==> src/rtl/out_arbiter_if.sv <==
// Handshake bundle between the requesters/downstream stage and out_arbiter.
// With OUT_ARB_STALL_CNT_EN defined the bundle also carries the 16-bit stall_cnt.
interface out_arbiter_if #(
  parameter int NUM_REQ = 4,
  parameter int DATA_W  = 8,
  parameter int DELAY_W = 2
);
  localparam int ID_W = $clog2(NUM_REQ);

  logic [NUM_REQ-1:0]        req_valid;
  logic [NUM_REQ*DATA_W-1:0] req_data;
  logic [NUM_REQ-1:0]        req_ready;
  logic [DELAY_W-1:0]        cfg_delay;
  logic [DATA_W-1:0]         out_data;
  logic                      out_valid;
  logic                      out_ready;
  logic [ID_W-1:0]           grant_id;
  logic                      busy;
`ifdef OUT_ARB_STALL_CNT_EN
  logic [15:0]               stall_cnt;
`endif

  // Arbiter side.
  modport slave (
    input  req_valid, req_data, cfg_delay, out_ready,
    output req_ready, out_data, out_valid, grant_id, busy
`ifdef OUT_ARB_STALL_CNT_EN
    , output stall_cnt
`endif
  );

  // Requester / downstream side.
  modport master (
    output req_valid, req_data, cfg_delay, out_ready,
    input  req_ready, out_data, out_valid, grant_id, busy
`ifdef OUT_ARB_STALL_CNT_EN
    , input stall_cnt
`endif
  );
endinterface

==> src/rtl/out_arbiter.sv <==
// Round-robin arbiter feeding one output stage: accept, programmable gap, then present.
// Optional macro OUT_ARB_STALL_CNT_EN adds a saturating 16-bit backpressure stall counter.
module out_arbiter #(
  parameter int NUM_REQ = 4,
  parameter int DATA_W  = 8,
  parameter int DELAY_W = 2
) (
  input  logic        clk,
  input  logic        rst,
  out_arbiter_if.slave bus
);
  localparam int ID_W = $clog2(NUM_REQ);

  localparam logic [1:0] S_IDLE = 2'd0;
  localparam logic [1:0] S_WAIT = 2'd1;
  localparam logic [1:0] S_SEND = 2'd2;

  logic [1:0]         r_state;
  logic [DELAY_W-1:0] r_dly_cnt;
  logic [ID_W-1:0]    r_last_ptr;
  logic [ID_W-1:0]    r_grant_id;
  logic [DATA_W-1:0]  r_out_data;
  logic               r_out_valid;

  logic [2*NUM_REQ-1:0] w_dbl;
  logic [2*NUM_REQ-1:0] w_shift;
  logic [NUM_REQ-1:0]   w_rot;
  logic                 w_found;
  logic [ID_W-1:0]      w_winner;
  logic                 w_accept;
  int                   w_base;
  int                   w_sum;

  // Rotate the request vector so bit 0 is the requester after last_ptr,
  // then the lowest set bit is the round-robin winner.
  assign w_dbl   = {bus.req_valid, bus.req_valid};
  assign w_shift = w_dbl >> w_base;
  assign w_rot   = w_shift[NUM_REQ-1:0];

  always_comb begin
    w_base = int'(r_last_ptr) + 1;
    if (w_base >= NUM_REQ) begin
      w_base = 0;
    end
  end

  always_comb begin
    w_found  = 1'b0;
    w_winner = '0;
    w_sum    = 0;
    for (int o = 0; o < NUM_REQ; o++) begin
      if (!w_found && w_rot[o]) begin
        w_found = 1'b1;
        w_sum   = w_base + o;
        if (w_sum >= NUM_REQ) begin
          w_sum = w_sum - NUM_REQ;
        end
        w_winner = ID_W'(w_sum);
      end
    end
  end

  assign w_accept = (r_state == S_IDLE) && w_found && !rst;

  for (genvar gi = 0; gi < NUM_REQ; gi++) begin : g_ready
    assign bus.req_ready[gi] = w_accept && (w_winner == ID_W'(gi));
  end

  always_ff @(posedge clk) begin
    if (rst) begin
      r_state     <= S_IDLE;
      r_dly_cnt   <= '0;
      r_last_ptr  <= ID_W'(NUM_REQ - 1);
      r_grant_id  <= '0;
      r_out_data  <= '0;
      r_out_valid <= 1'b0;
    end else begin
      case (r_state)
        S_IDLE: begin
          if (w_found) begin
            r_out_data <= bus.req_data[w_winner*DATA_W +: DATA_W];
            r_grant_id <= w_winner;
            r_dly_cnt  <= bus.cfg_delay;
            if (bus.cfg_delay != '0) begin
              r_state <= S_WAIT;
            end else begin
              r_state     <= S_SEND;
              r_out_valid <= 1'b1;
            end
          end
        end
        S_WAIT: begin
          r_dly_cnt <= r_dly_cnt - DELAY_W'(1);
          if (r_dly_cnt == DELAY_W'(1)) begin
            r_state     <= S_SEND;
            r_out_valid <= 1'b1;
          end
        end
        S_SEND: begin
          if (bus.out_ready) begin
            r_last_ptr  <= r_grant_id;
            r_out_valid <= 1'b0;
            r_state     <= S_IDLE;
          end
        end
        default: begin
          r_state     <= S_IDLE;
          r_out_valid <= 1'b0;
        end
      endcase
    end
  end

  assign bus.out_data  = r_out_data;
  assign bus.out_valid = r_out_valid;
  assign bus.grant_id  = r_grant_id;
  assign bus.busy      = (r_state != S_IDLE);

`ifdef OUT_ARB_STALL_CNT_EN
  logic [15:0] r_stall_cnt;

  always_ff @(posedge clk) begin
    if (rst) begin
      r_stall_cnt <= '0;
    end else if (r_state == S_SEND && !bus.out_ready && r_stall_cnt != 16'hFFFF) begin
      r_stall_cnt <= r_stall_cnt + 16'd1;
    end
  end

  assign bus.stall_cnt = r_stall_cnt;
`endif

endmodule

==> src/flat_wrapper.sv <==
// flat-port wrapper written by rule: the top's interface ports become plain ports
module out_arbiter_flat 
#(
  parameter int NUM_REQ = 4,
  parameter int DATA_W  = 8,
  parameter int DELAY_W = 2
)
  (clk, rst, bus_req_valid, bus_req_data, bus_cfg_delay, bus_out_ready, bus_req_ready, bus_out_data, bus_out_valid, bus_grant_id, bus_busy);
  out_arbiter_if #(.NUM_REQ(NUM_REQ), .DATA_W(DATA_W), .DELAY_W(DELAY_W)) bus_i ();
  input  logic clk;
  input  logic rst;
  input wire logic [$bits(bus_i.req_valid)-1:0] bus_req_valid;
  input wire logic [$bits(bus_i.req_data)-1:0] bus_req_data;
  input wire logic [$bits(bus_i.cfg_delay)-1:0] bus_cfg_delay;
  input wire logic [$bits(bus_i.out_ready)-1:0] bus_out_ready;
  output wire logic [$bits(bus_i.req_ready)-1:0] bus_req_ready;
  output wire logic [$bits(bus_i.out_data)-1:0] bus_out_data;
  output wire logic [$bits(bus_i.out_valid)-1:0] bus_out_valid;
  output wire logic [$bits(bus_i.grant_id)-1:0] bus_grant_id;
  output wire logic [$bits(bus_i.busy)-1:0] bus_busy;
  assign bus_i.req_valid = bus_req_valid;
  assign bus_i.req_data = bus_req_data;
  assign bus_i.cfg_delay = bus_cfg_delay;
  assign bus_i.out_ready = bus_out_ready;
  assign bus_req_ready = bus_i.req_ready;
  assign bus_out_data = bus_i.out_data;
  assign bus_out_valid = bus_i.out_valid;
  assign bus_grant_id = bus_i.grant_id;
  assign bus_busy = bus_i.busy;
  out_arbiter #(.NUM_REQ(NUM_REQ), .DATA_W(DATA_W), .DELAY_W(DELAY_W)) u_core (.clk(clk), .rst(rst), .bus(bus_i));
endmodule
==> config.mk <==
export PLATFORM = sky130hd
export DESIGN_NAME = out_arbiter_flat
export DESIGN_NICKNAME = d
export VERILOG_FILES = /design/src/rtl/out_arbiter_if.sv /design/src/rtl/out_arbiter.sv /design/src/flat_wrapper.sv
export SDC_FILE = /design/constraint.sdc
export NUM_CORES = 1
export LEC_CHECK = 0
export CORE_MARGIN = 3
export CORE_UTILIZATION = 42
export DETAILED_ROUTE_END_ITERATION = 8
export GPL_ROUTABILITY_DRIVEN = 0
export PLACE_DENSITY = 0.95
export SLEW_MARGIN = 0
export SYNTH_ARGS = -nofsm -noshare
export SYNTH_HDL_FRONTEND = slang
export SYNTH_SLANG_ARGS = --single-unit
export TNS_END_PERCENT = 100
==> constraint.sdc <==
create_clock -name clk -period 4.3 [get_ports clk]
set_clock_uncertainty 0.05 [all_clocks]
set_input_delay 0.645 -clock clk [delete_from_list [all_inputs] [get_ports clk]]
set_output_delay 0.645 -clock clk [all_outputs]
set_load 0.01 [all_outputs]
==> summary.md, run 1 <==
| Metric | Value |
|---|---|
| Via count | 1092 |
| H-tree depth | 1 |
| Syn Area/Cell | 9.50 um2 |
| Least-Margin Pin Slew | 554 ps |
| Clock Path Buffers | 2 |
| CP arrival | 3010 ps |
| Largest net degree at the start of global routing | 21 |
| Root Buffer | clkbuf_4 |
| Num CTS Buffers | 3 |
| Top-count cell post-synth | mux2i_1 |
| # setup viols final | 0 |
| CP required | 3610 ps |
| Final Hold Vio Count | 0 |
| Fmax | 0.270 GHz |
| CTS resizes | 0 |
| Crit start category | input pin |
| Multi-input logic area | 704 um2 |
| Adder-cell share of the synthesized area | 0.0231 |
| CP Capture Type | output pin |
| Post-CTS Setup Inserts | 0 |
| Inserted Diodes | 0 |
| Clock Latency Late Sink | 280 ps |
| Die W | 56.8 um |
| IO buf count | 56 |
| Initial antenna violation count | 0 |
| # DRC | 0 |
| Max_slew headroom | 0.629 |
| Cell accounting for the most synthesized area | dfxtp_1 |
| HPWL after DPL | 2.38 mm |
| Routed len/inst | 15.2 um |
| P per Cell Area | 276 mW/mm2 |
| EDFF count, synth | 0 |
| Compound-Gate Fraction of Synth Area | 0.222 |
| Fillcell total | 168 |
| Setup_tns | 0 ps |
| Seq/Total Area, Yosys | 0.314 |
| Leak Pwr | 0.631 nW |
| RSZ-0062 raised after global routing | false |
| Top post-synthesis cells by area | dfxtp_1, mux2i_1, o221ai_2, nor2_1, nand2_1 |
| Layout area overhead | 55.5% |
| Layout cells sized above 1 | 0.112 |
| Initial Utilization | 0.467 |
| Max Slew Vio Count | 0 |
| Min cycle time layout | 3700 ps |
| Clock sink count | 17 |
| Synth Instances | 114 |
| Ys flop type | dfxtp_1 |
| Synth Warn # | 0 |
| Drt pass-1 iters | 4 |
| Xor and xnor area share after synthesis | 0 |
| I/O pin total | 57 |
| Synth unique cells | 31 |
| Site Rows | 17 |
| Worst hold path type | reg2reg |
| Asr flop ratio synth | 0 |
| Vias in the first global route | 1145 |
| Synth Area in Simple Gates | 0.216 |
| Non-Filler Instances | 197 |
| Crit path kind | in2out |
| Final period utilization | 0.861 |
| VDD IR-drop max | 0.000271 V |
| Max-Cap Viols | 0 |
| WL final | 3.00 mm |
| #FFs+latches synth | 17 |
| Reg area | 340 um2 |
| Post-synth top cells | mux2i_1, dfxtp_1, nor2_1 |
| GR Util All Layers | 0.191 |
| Routed vias/inst | 5.54 |
| Dpl ws | 606 ps |
| Nets | 213 |
| Largest family of logic cells by synthesized area | compound AO/OA/AOI/OAI gates |
| Synthesized Nets | 157 |
| Area fraction of the dominant cell type after synthesis | 0.314 |
| Vert. Die Dim | 56.8 um |
| Mapped Area | 0.00108 mm2 |
| Clock transition at path regs | 90 ps |
| First-pass GRT wire length | 4.93 mm |
| GRT Residual Overflow | 0 |
| CTS tree | done |
| Core box area | 0.00232 mm2 |
| Die Area | 0.00323 mm2 |
| Worst setup margin | 596 ps |
| Post-CTS Hold Fix Bufs | 0 |
| Status | finished, final reports clean |
| Post-route ant nets | 0 |
| Placed insts | 193 |
| Initial DRC count | 54 |
| Top fanout value on the critical path | 10 |
| Mux cell area share after synthesis | 0.185 |
## per-stage QoR
step	util	power, mW	hold WS, ps	cell area (um2)
2_1_floorplan	-	0.294	404	1080
3_3_place_gp	0.716	0.378	397	1660
3_5_place_dp	0.716	0.386	411	1660
4_1_cts	0.727	0.467	428	1690
5_1_grt	0.727	0.489	457	1690
6_report	0.727	0.465	422	1690
## kinds of logic after synthesis
group                      after synthesis
DFF                                     17
buffers and inverters                    9
and+or+nand+nor                         40
muxes                                   20
AOI/OAI and AO/OA                       26
adders and majority gates                2
## routing by layer
metal	track usage	routed length [um]	part of all wire
met2	0.351	1640	0.55
met5	0	0	0
met1	0.220	1200	0.40
met4	0.0331	16	0.0053
met3	0.0529	136	0.045
## cells in the final DEF (no fill, tap or decap)
master / count
nor3_1: 3
nor3_4: 1
a22oi_1: 1
clkdlybuf4s50_1: 56
o21a_1: 1
or2_2: 1
or3b_1: 1
nand3b_1: 2
dfxtp_1: 17
nor2_1: 10
nor3b_1: 1
o21ai_1: 1
nor2b_1: 4
o211ai_1: 1
clkbuf_1: 1
nand3b_2: 1
clkbuf_4: 3
nor4_1: 2
o221a_2: 2
o21bai_1: 2
nor4_4: 1
a211o_1: 1
nor3_2: 1
buf_4: 1
o221ai_2: 8
a21oi_1: 5
mux2i_1: 20
o21ai_0: 3
o22ai_1: 1
inv_1: 3
ha_1: 2
nand2_1: 9
nand2b_1: 3
## path summary, 6_finish.rpt
check	endpoint	from	slack, ps	cells after the start
setup / recovery	bus_req_ready[2]	bus_req_valid[2]	600	7
hold / removal	u_core.bus.out_data[6]$_SDFFE_PP0P_	u_core.bus.out_data[6]$_SDFFE_PP0P_	420	2
setup reg to reg	u_core.bus.out_data[1]$_SDFFE_PP0P_	u_core.r_last_ptr[0]$_SDFFE_PP1P_	2240	6
hold reg to reg	u_core.bus.out_data[6]$_SDFFE_PP0P_	u_core.bus.out_data[6]$_SDFFE_PP0P_	420	2
## state kept, by name, indices dropped and copies added, names as in the netlist
name	cells
u_core.r_state	2
u_core.bus.out_data	8
u_core.r_dly_cnt	2
u_core.bus.out_valid	1
u_core.bus.grant_id	2
u_core.r_last_ptr	2
## critical path: stages
cell and delay [ps]:
clkdlybuf4s50_1 580, o21ai_0 160, o211ai_1 130, o21ai_1 140
or3b_1 620, nor2_1 170, clkdlybuf4s50_1 550
## layout make-up
type | instances | area share
clock buffer | 4 | 0.0156
multi-input combinational | 88 | 0.418
tap | 28 | 0.0208
inverter | 3 | 0.00668
sequential | 17 | 0.202
timing repair buffer | 57 | 0.337
## power breakdown
group / switching (mW) / internal, mW
logic: 0.0763 / 0.109
registers: 0.0189 / 0.178
clock network: 0.0469 / 0.0360
No activity file was read; power rests on OpenSTA's default activity.
==> run 2, diff against run 1 <==
ABC_CLOCK_PERIOD_IN_PS = 4300   (was not set)
RECOVER_POWER = 50   (was not set)
==> run 2 against run 1 <==
- first-iteration DRC count decreased by 7.4%
- die area unchanged
- core utilization unchanged
- highest routed layer unchanged
==> summary.md, run 2 (synthesized netlist as in run 1, its figures left out) <==
| Metric | Value |
|---|---|
| Die W | 56.8 um |
| Most common cell after layout, fill and taps aside | clkdlybuf4s50_1 |
| First-pass GRT wire length | 4.93 mm |
| Nets | 213 |
| VDD IR-drop max | 0.000269 V |
| Post-CTS Setup Inserts | 0 |
| Largest net degree at the start of global routing | 21 |
| HPWL after DPL | 2.38 mm |
| Min cycle time layout | 3780 ps |
| Drt pass-1 iters | 4 |
| # DRC | 0 |
| Fillcell total | 168 |
| WL final | 2.99 mm |
| Crit start category | input pin |
| Initial Utilization | 0.467 |
| Fmax | 0.264 GHz |
| Vias in the first global route | 1145 |
| Largest register FFs | 8 |
| Worst hold path type | reg2reg |
| Crit path kind | in2out |
| Worst setup margin | 516 ps |
| Status | finished, final reports clean |
| GRT Residual Overflow | 0 |
| Post-route ant nets | 0 |
| I/O pin total | 57 |
| Clock Latency Late Sink | 280 ps |
| CTS tree | done |
| Die Area | 0.00323 mm2 |
| Inserted Diodes | 0 |
| Reg2reg path depth | 6 |
| Least-Margin Pin Slew | 556 ps |
| CTS resizes | 0 |
| Layout area overhead | 55.5% |
| Commonest cells after routing, fill and taps aside | clkdlybuf4s50_1, mux2i_1, dfxtp_1, dlygate4sd3_1, nor2_1 |
| Clock sink count | 17 |
| Max-Cap Viols | 0 |
| CP required | 3610 ps |
| Final Hold Vio Count | 0 |
| Max_slew headroom | 0.628 |
| Initial antenna violation count | 0 |
| Leak Pwr | 0.660 nW |
| Vert. Die Dim | 56.8 um |
| # setup viols final | 0 |
| Clock transition at path regs | 90 ps |
| Final core utilization | 0.727 |
| Routed vias/inst | 5.55 |
| Top fanout value on the critical path | 10 |
| Max Slew Vio Count | 0 |
| H-tree depth | 1 |
| CP Capture Type | output pin |
| Initial DRC count | 50 |
| Final period utilization | 0.880 |
| IO buf count | 56 |
| Worst Setup SP | bus_req_valid[3] |
| RSZ-0062 raised after global routing | false |
| CP arrival | 3090 ps |
| GR Util All Layers | 0.191 |
| Post-CTS Hold Fix Bufs | 0 |
| Via count | 1093 |
| Routed len/inst | 15.2 um |
| P per Cell Area | 272 mW/mm2 |
| Core box area | 0.00232 mm2 |
| Dpl ws | 606 ps |
| Layout cells sized above 1 | 0.112 |
| Num CTS Buffers | 3 |
| Site Rows | 17 |
| Setup_tns | 0 ps |
| Clock Path Buffers | 2 |
| Hold depth | 2 |
| Root Buffer | clkbuf_4 |
| Hold_sp | u_core.bus.out_data[6]$_SDFFE_PP0P_ |
| RR Startpoint | u_core.r_last_ptr[0]$_SDFFE_PP1P_ |
## run 2: final cells by class
| class | count | area [um2] | share of cell area |
|---|---|---|---|
| well taps | 28 | 35.0 | 0.0208 |
| clock buffers | 4 | 26.3 | 0.0156 |
| repair buffers | 57 | 568 | 0.337 |
| flip-flops and latches | 17 | 340 | 0.202 |
| inverters | 3 | 11.3 | 0.00668 |
| multi-input cells | 88 | 704 | 0.418 |
## run 2: where the power goes
group	internal (mW)	leakage, nW	total, mW	switching [mW]
combinational	0.103	0.504	0.180	0.0764
clock	0.0360	0.0150	0.0831	0.0472
sequential	0.178	0.140	0.196	0.0184
total	0.317	0.660	0.459	0.142
## run 2: worst paths after layout
path / end / slack, ps
setup / recovery: bus_req_ready[2] / 520
hold / removal: u_core.bus.out_data[6]$_SDFFE_PP0P_ / 420
setup reg to reg: u_core.bus.out_data[1]$_SDFFE_PP0P_ / 2240
hold reg to reg: u_core.bus.out_data[6]$_SDFFE_PP0P_ / 420
## run 2: metrics by stage
step / instances / cell area, um2 / hold WS, ps / total power, mW
6_report: 197 / 1690 / 417 / 0.459
5_1_grt: 197 / 1690 / 451 / 0.483
4_1_cts: 197 / 1690 / 428 / 0.467
3_5_place_dp: 193 / 1660 / 411 / 0.386
3_3_place_gp: 193 / 1660 / 397 / 0.378
2_1_floorplan: 114 / 1080 / 404 / 0.294
## run 2: worst max-delay path, stage by stage
cell and delay (ps):
dlygate4sd3_1 630, nor2b_1 170, o21ai_0 170, o21ai_1 130
or3b_1 620, nor2_1 170, clkdlybuf4s50_1 550
## run 2: layer usage
layer / part of all wire / vias up / global-route usage
li1: - / 537 / -
met5: 0 / - / 0
met4: 0.0053 / 0 / 0.0331
met1: 0.40 / 525 / 0.220
met3: 0.048 / 2 / 0.0529
met2: 0.54 / 29 / 0.351
==> run 3, diff against run 2 <==
SLEW_MARGIN = 10   (was 0)
==> results of run 3 <==
The final DEF is identical to that of run 2; final timing and power are the same.
